**src/rtl/alu_pkg.sv**
```systemverilog
// Shared constants for the parametrised MIPS EX-stage ALU: operation select codes
// and the multiply/divide engine state encoding.
package alu_pkg;

    localparam logic [2:0] SIG_AND   = 3'b000;
    localparam logic [2:0] SIG_OR    = 3'b001;
    localparam logic [2:0] SIG_ADD   = 3'b010;
    localparam logic [2:0] SIG_MULTU = 3'b011;
    localparam logic [2:0] SIG_DIVU  = 3'b100;
    localparam logic [2:0] SIG_RSVD  = 3'b101;
    localparam logic [2:0] SIG_SUB   = 3'b110;
    localparam logic [2:0] SIG_SLT   = 3'b111;

    localparam logic [1:0] ST_IDLE = 2'd0;
    localparam logic [1:0] ST_MUL  = 2'd1;
    localparam logic [1:0] ST_DIV  = 2'd2;
    localparam logic [1:0] ST_DONE = 2'd3;

    function automatic logic is_md_op(input logic [2:0] sig);
        return (sig == SIG_MULTU) || (sig == SIG_DIVU);
    endfunction

endpackage

```
**src/rtl/alu_param_md_if.sv**
```systemverilog
// Operand/result/handshake bundle between the control side and the ALU.
interface alu_param_md_if #(
    parameter int WIDTH = 32
);
    logic [WIDTH-1:0] A;
    logic [WIDTH-1:0] B;
    logic [2:0]       SIG;
    logic             start;
    logic [WIDTH-1:0] dataOut;
    logic             Zero;
    logic             Ovf;
    logic             busy;
    logic             done;
    logic [WIDTH-1:0] hi;
    logic [WIDTH-1:0] lo;

    modport master (
        output A, B, SIG, start,
        input  dataOut, Zero, Ovf, busy, done, hi, lo
    );

    modport slave (
        input  A, B, SIG, start,
        output dataOut, Zero, Ovf, busy, done, hi, lo
    );

endinterface

```
**src/rtl/alu_md_engine.sv**
```systemverilog
// Sequential unsigned multiply (shift-add) / divide (restoring) engine writing HI/LO.
// One iteration per cycle; WIDTH iterations per op, divide-by-zero short-circuits to DONE.
module alu_md_engine
    import alu_pkg::*;
#(
    parameter int WIDTH = 32,
    parameter int CNT_W = $clog2(WIDTH) + 1
) (
    input  logic             clk,
    input  logic             rst,
    input  logic             start,
    input  logic [2:0]       op,
    input  logic [WIDTH-1:0] A,
    input  logic [WIDTH-1:0] B,
    output logic             busy,
    output logic             done,
    output logic [WIDTH-1:0] hi,
    output logic [WIDTH-1:0] lo
);

    logic [1:0]         r_state;
    logic [CNT_W-1:0]   r_cnt;
    logic [2*WIDTH-1:0] r_acc;   // MUL: {partial hi, multiplier}; DIV: {remainder, quotient}
    logic [WIDTH-1:0]   r_opnd;  // multiplicand or divisor
    logic [WIDTH-1:0]   r_hi;
    logic [WIDTH-1:0]   r_lo;

    logic               w_accept;
    logic               w_last;
    logic [WIDTH:0]     w_mul_sum;
    logic [2*WIDTH-1:0] w_mul_acc;
    logic [WIDTH:0]     w_div_rem_sh;
    logic [WIDTH:0]     w_div_diff;
    logic [2*WIDTH-1:0] w_div_acc;
    logic [2*WIDTH-1:0] w_step_acc;

    assign busy     = (r_state == ST_MUL) || (r_state == ST_DIV);
    assign done     = (r_state == ST_DONE);
    assign hi       = r_hi;
    assign lo       = r_lo;
    assign w_accept = start && !busy && is_md_op(op);
    assign w_last   = (r_cnt == CNT_W'(WIDTH - 1));

    always_comb begin
        w_mul_sum = {1'b0, r_acc[2*WIDTH-1:WIDTH]} + {1'b0, r_opnd};
        if (r_acc[0]) begin
            w_mul_acc = {w_mul_sum, r_acc[WIDTH-1:1]};
        end else begin
            w_mul_acc = {1'b0, r_acc[2*WIDTH-1:1]};
        end

        // Remainder is always below the divisor, so the shifted value fits WIDTH+1 bits
        // and the top bit of the difference is the borrow.
        w_div_rem_sh = r_acc[2*WIDTH-1:WIDTH-1];
        w_div_diff   = w_div_rem_sh - {1'b0, r_opnd};
        if (!w_div_diff[WIDTH]) begin
            w_div_acc = {w_div_diff[WIDTH-1:0], r_acc[WIDTH-2:0], 1'b1};
        end else begin
            w_div_acc = {w_div_rem_sh[WIDTH-1:0], r_acc[WIDTH-2:0], 1'b0};
        end

        w_step_acc = (r_state == ST_DIV) ? w_div_acc : w_mul_acc;
    end

    always_ff @(posedge clk) begin
        if (rst) begin
            r_state <= ST_IDLE;
            r_cnt   <= '0;
            r_acc   <= '0;
            r_opnd  <= '0;
            r_hi    <= '0;
            r_lo    <= '0;
        end else begin
            unique case (r_state)
                ST_IDLE, ST_DONE: begin
                    if (w_accept) begin
                        r_cnt <= '0;
                        if (op == SIG_MULTU) begin
                            r_acc   <= {{WIDTH{1'b0}}, B};
                            r_opnd  <= A;
                            r_state <= ST_MUL;
                        end else if (B == '0) begin
                            r_hi    <= A;
                            r_lo    <= '1;
                            r_state <= ST_DONE;
                        end else begin
                            r_acc   <= {{WIDTH{1'b0}}, A};
                            r_opnd  <= B;
                            r_state <= ST_DIV;
                        end
                    end else begin
                        r_state <= ST_IDLE;
                    end
                end
                ST_MUL, ST_DIV: begin
                    r_acc <= w_step_acc;
                    r_cnt <= r_cnt + CNT_W'(1);
                    if (w_last) begin
                        r_hi    <= w_step_acc[2*WIDTH-1:WIDTH];
                        r_lo    <= w_step_acc[WIDTH-1:0];
                        r_state <= ST_DONE;
                    end
                end
                default: r_state <= ST_IDLE;
            endcase
        end
    end

endmodule

```
**src/rtl/alu_param_md.sv**
```systemverilog
// WIDTH-bit EX-stage ALU: zero-latency logic/add/sub/slt path plus a multi-cycle
// unsigned multiply/divide engine driving HI/LO.
module alu_param_md
    import alu_pkg::*;
#(
    parameter int WIDTH = 32,
    parameter int CNT_W = $clog2(WIDTH) + 1
) (
    input logic          clk,
    input logic          rst,
    alu_param_md_if.slave io_bus
);

    logic             w_sub;
    logic [WIDTH-1:0] w_b_eff;
    logic [WIDTH:0]   w_carry;
    logic [WIDTH-1:0] w_sum;
    logic             w_ovf_raw;
    logic [WIDTH-1:0] w_result;

    // SLT shares the subtractor; its sign is corrected by the overflow bit.
    assign w_sub      = (io_bus.SIG == SIG_SUB) || (io_bus.SIG == SIG_SLT);
    assign w_b_eff    = io_bus.B ^ {WIDTH{w_sub}};
    assign w_carry[0] = w_sub;

    for (genvar i = 0; i < WIDTH; i++) begin : gen_ripple
        assign w_sum[i]       = io_bus.A[i] ^ w_b_eff[i] ^ w_carry[i];
        assign w_carry[i + 1] = (io_bus.A[i] & w_b_eff[i]) | (io_bus.A[i] & w_carry[i]) |
                                (w_b_eff[i] & w_carry[i]);
    end

    assign w_ovf_raw = w_carry[WIDTH] ^ w_carry[WIDTH-1];

    always_comb begin
        w_result = '0;
        case (io_bus.SIG)
            SIG_AND:          w_result = io_bus.A & io_bus.B;
            SIG_OR:           w_result = io_bus.A | io_bus.B;
            SIG_ADD, SIG_SUB: w_result = w_sum;
            SIG_SLT:          w_result = {{(WIDTH-1){1'b0}}, w_sum[WIDTH-1] ^ w_ovf_raw};
            SIG_MULTU, SIG_DIVU, SIG_RSVD: w_result = '0;
            default:          w_result = '0;
        endcase
    end

    assign io_bus.dataOut = w_result;
    assign io_bus.Zero    = (w_result == '0);
    assign io_bus.Ovf     = ((io_bus.SIG == SIG_ADD) || (io_bus.SIG == SIG_SUB)) && w_ovf_raw;

    alu_md_engine #(
        .WIDTH (WIDTH),
        .CNT_W (CNT_W)
    ) u_engine (
        .clk   (clk),
        .rst   (rst),
        .start (io_bus.start),
        .op    (io_bus.SIG),
        .A     (io_bus.A),
        .B     (io_bus.B),
        .busy  (io_bus.busy),
        .done  (io_bus.done),
        .hi    (io_bus.hi),
        .lo    (io_bus.lo)
    );

endmodule

```
**src/flat_wrapper.sv**
```systemverilog
// flat-port wrapper written by rule: the top's interface ports become plain ports
module alu_param_md_flat import alu_pkg::*;
#(
    parameter int WIDTH = 32,
    parameter int CNT_W = $clog2(WIDTH) + 1
)
  (clk, rst, io_bus_A, io_bus_B, io_bus_SIG, io_bus_start, io_bus_dataOut, io_bus_Zero, io_bus_Ovf, io_bus_busy, io_bus_done, io_bus_hi, io_bus_lo);
  alu_param_md_if #(.WIDTH(WIDTH)) io_bus_i ();
  input logic clk;
  input logic rst;
  input wire logic [$bits(io_bus_i.A)-1:0] io_bus_A;
  input wire logic [$bits(io_bus_i.B)-1:0] io_bus_B;
  input wire logic [$bits(io_bus_i.SIG)-1:0] io_bus_SIG;
  input wire logic [$bits(io_bus_i.start)-1:0] io_bus_start;
  output wire logic [$bits(io_bus_i.dataOut)-1:0] io_bus_dataOut;
  output wire logic [$bits(io_bus_i.Zero)-1:0] io_bus_Zero;
  output wire logic [$bits(io_bus_i.Ovf)-1:0] io_bus_Ovf;
  output wire logic [$bits(io_bus_i.busy)-1:0] io_bus_busy;
  output wire logic [$bits(io_bus_i.done)-1:0] io_bus_done;
  output wire logic [$bits(io_bus_i.hi)-1:0] io_bus_hi;
  output wire logic [$bits(io_bus_i.lo)-1:0] io_bus_lo;
  assign io_bus_i.A = io_bus_A;
  assign io_bus_i.B = io_bus_B;
  assign io_bus_i.SIG = io_bus_SIG;
  assign io_bus_i.start = io_bus_start;
  assign io_bus_dataOut = io_bus_i.dataOut;
  assign io_bus_Zero = io_bus_i.Zero;
  assign io_bus_Ovf = io_bus_i.Ovf;
  assign io_bus_busy = io_bus_i.busy;
  assign io_bus_done = io_bus_i.done;
  assign io_bus_hi = io_bus_i.hi;
  assign io_bus_lo = io_bus_i.lo;
  alu_param_md #(.WIDTH(WIDTH), .CNT_W(CNT_W)) u_core (.clk(clk), .rst(rst), .io_bus(io_bus_i));
endmodule
```
**config.mk**
```make
export PLATFORM = sky130hd
export DESIGN_NAME = alu_param_md_flat
export DESIGN_NICKNAME = d
export VERILOG_FILES = /design/src/rtl/alu_pkg.sv /design/src/rtl/alu_param_md_if.sv /design/src/rtl/alu_md_engine.sv /design/src/rtl/alu_param_md.sv /design/src/flat_wrapper.sv
export SDC_FILE = /design/constraint.sdc
export NUM_CORES = 1
export LEC_CHECK = 0
export BUFFER_PORTS_ARGS = -buffer_cell sky130_fd_sc_hd__buf_4
export CORE_AREA = 2 2 130 183
export CTS_CLUSTER_DIAMETER = 80
export DETAILED_ROUTE_END_ITERATION = 8
export DIE_AREA = 0 0 132 185
export GPL_TIMING_DRIVEN = 0
export PLACE_DENSITY = 0.81
export SLEW_MARGIN = 20
export SYNTH_ARGS = -nofsm -noshare
export SYNTH_HDL_FRONTEND = slang
export SYNTH_SLANG_ARGS = --single-unit
```
**constraint.sdc**
```tcl
create_clock -name clk -period 53.1 [get_ports clk]
set_input_delay 5.31 -clock clk [delete_from_list [all_inputs] [get_ports clk]]
set_output_delay 5.31 -clock clk [all_outputs]
set_load 0.02 [all_outputs]
```
==> impl_metrics.json <==
{
  "synth.top_cell.area_share_pct": 24.9,
  "synth_area_leader_cell": "dfxtp_1",
  "async_reset_ff_share_pct": 0,
  "drive_above_1_share_pct": 11.5,
  "viasPerCell": 6.63,
  "firstDrtPassIters": 6,
  "syn-cell-area_mm2": 0.0135,
  "setup_viol": 0,
  "rsz0062_at_grt": "no",
  "cp_slowest_cell": "or4b_2",
  "worst-path-buf-inv": 5,
  "cp_slowest_stage_delay_ns": 0.70,
  "netlist_top_cells_area": "dfxtp_1 (25%), a211oi_1 (8.1%), a21oi_1 (7.0%), ha_1 (6.4%), mux2i_1 (6.4%)",
  "p_total_mw": 0.805,
  "cp-startpoint": "io_bus_SIG[1]",
  "synth.most_common_cell": "a21oi_1",
  "fmax_mhz": 37.2,
  "drt-initial-drc-count": 1439,
  "synthTopCellsByCount": "a21oi_1 (188), dfxtp_1 (168), nand2_1 (148)",
  "finalCritPeriodShare_pct": 50.7,
  "path_common_cell": "fa_1",
  "min-delay-start": "u_core.u_engine.r_cnt[5]",
  "synth-edff-count": 0,
  "required_ns": 47.79,
  "tritoncts": "built",
  "finalHoldViolCount": 0,
  "yosysSeqAreaShare_pct": 24.9,
  "period_minus_slack_ns": 26.90,
  "syn_inst": 1697,
  "routedWlPerCell_um": 23.7,
  "worstPathArrival_ns": 21.59,
  "crit_path_end_kind": "output port",
  "drc": 0,
  "antenna_found_initial": 0,
  "cts_sinks": 168,
  "clock_latency_ns": 0.44,
  "crit_family": "adder cells",
  "grt_pass1_vias": 14300,
  "synthDistinctLibCells": 73,
  "max_slew_margin_pct": 26.7,
  "syn_nets": 1870,
  "rows": 66,
  "slew_viol_final": 0,
  "place.gp.congestion": 1.02,
  "cts_resized": 0,
  "clk_pin_slew_ns": 0.07,
  "dieWidth_um": 132,
  "p_leak_nw": 6.52,
  "r2r_start": "u_core.u_engine.r_acc[31]",
  "crit_fanout": 10,
  "grt_pass1_wl_um": 79400,
  "cts_root_buffer": "clkbuf_16",
  "finalSetupTns_ns": 0,
  "grt_max_degree": 18,
  "timing.hold.worst.class": "reg2reg",
  "tightest_slew_ns": 1.10,
  "fill_cells": 2001,
  "dp_hpwl_um": 41300,
  "start_util_pct": 59.0,
  "cts_hold_buf": 0,
  "globalRouteOverflowTotal": 0,
  "die_h_um": 185,
  "ys_warn_count": 0,
  "syn_area_per_cell_um2": 7.95,
  "synth-seq-cells": 168,
  "grt_usage_pct": 41.9,
  "h-tree-depth": 4,
  "fin_skew_ns": 0.0151,
  "diodes": 0,
  "final_nets": 2057,
  "drtAntennaViolNets": 0,
  "area_delta_synth_final_pct": 16.3,
  "ios": 170,
  "clockBufferDepth": 2,
  "max_cap_violations": 0,
  "vdd_ir_drop_max_v": 0.0000416,
  "crit_type": "in2out",
  "cp-start-kind": "input pin",
  "wl_um": 52200,
  "cts_buffers": 17,
  "power.density_mw_per_mm2": 51.3,
  "postCtsSetupBuffers": 0,
  "status": "finished, final reports clean",
  "synthFlopType": "dfxtp_1",
  "vias": 14600,
  "fp.coreArea_mm2": 0.0229,
  "portBuffers": 168,
  "die_area_mm2": 0.0244
}
[worst register-to-register path: stages, from the launching register on]
cell and delay, ns:
dfxtp_1 0.34, inv_1 0.11, ha_1 0.17, inv_1 0.06
fa_1 0.44, a211oi_1 0.28, o21a_1 0.28, a21oi_2 0.10
o21ai_2 0.26, a211oi_2 0.18, nor3_2 0.46, or2_4 0.30
buf_2 0.32, nand2_1 0.09, a311oi_1 0.60, o221a_2 0.32
[power by group]
| group | leakage (nW) | internal [mW] | switching, mW |
|---|---|---|---|
| sequential | 1.37 | 0.165 | 0.0347 |
| combinational | 4.89 | 0.170 | 0.313 |
| clock | 0.266 | 0.0621 | 0.0603 |
[routing by layer]
layer	track usage, %	part of all wire (%)	up-vias	wire length [um]
li1	-	-	6606	-
met1	48.2	37	6906	19100
met2	72.1	48	825	24900
met3	5.58	8.1	258	4240
met4	29.2	7.5	0	3890
met5	0	0	-	0
[kinds of logic after synthesis]
| logic type | share of synthesized area, % |
|---|---|
| AO/OA/AOI/OAI | 29.5 |
| adder cells (fa/ha/maj) | 13.7 |
| flip-flops | 24.9 |
| XOR/XNOR | 5.45 |
| buffers and inverters | 5.18 |
| AND/OR/NAND/NOR | 14.6 |
| multiplexers | 6.63 |
[sequential cells by signal, summed over array words and instances (netlist names)]
name	count
u_core.u_engine.hi	32
u_core.u_engine.r_cnt	6
u_core.u_engine.lo	32
u_core.u_engine.r_state	2
u_core.u_engine.r_acc	64
u_core.u_engine.r_opnd	32
[path summary, 6_finish.rpt]
| kind | end | slack (ns) | depth (start not counted) |
|---|---|---|---|
| setup / recovery | io_bus_Zero | 26.20 | 43 |
| hold / removal | u_core.u_engine.r_cnt[5] | 0.47 | 1 |
| setup reg to reg | u_core.u_engine.hi[15] | 48.72 | 15 |
| hold reg to reg | u_core.u_engine.r_cnt[5] | 0.47 | 1 |
[cell type report]
cell class	count	area (um2)	share of cell area, %
Multi-Input combinational cell	1346	9430	60.1
Sequential cell	168	3360	21.4
Timing Repair Buffer	168	1260	8.04
Buffer	124	478	3.05
Clock buffer	18	429	2.73
Tap cell	306	383	2.44
Inverter	59	221	1.41
Clock inverter	14	126	0.805
[stage by stage]
step	instances	setup WS [ns]	cell area [um2]	util [%]	hold slack (ns)
after floorplan	1697	27.41	13500	-	0.426
after global placement	2171	26.48	15100	66.2	0.443
after detailed placement	2171	26.40	15100	66.2	0.455
after CTS	2203	26.37	15700	68.6	0.465
after global routing	2203	25.71	15700	68.6	0.496
final	2203	26.20	15700	68.6	0.475
[cell usage in the layout (no fill, tap or decap), drive strengths merged, types with 30 or more instances in the layout]
master  synthesis  layout
o21ai         117     117
ha             69      69
a21oi         189     189
dfxtp         168     168
and2           30      30
buf            24     192
clkbuf        100     118
maj3           31      31
fa             34      34
xnor2          64      64
inv            57      68
nand2         149     149
mux2i          86      86
nor2          133     133
a211oi        147     147
(Power assumes the default switching activity.)
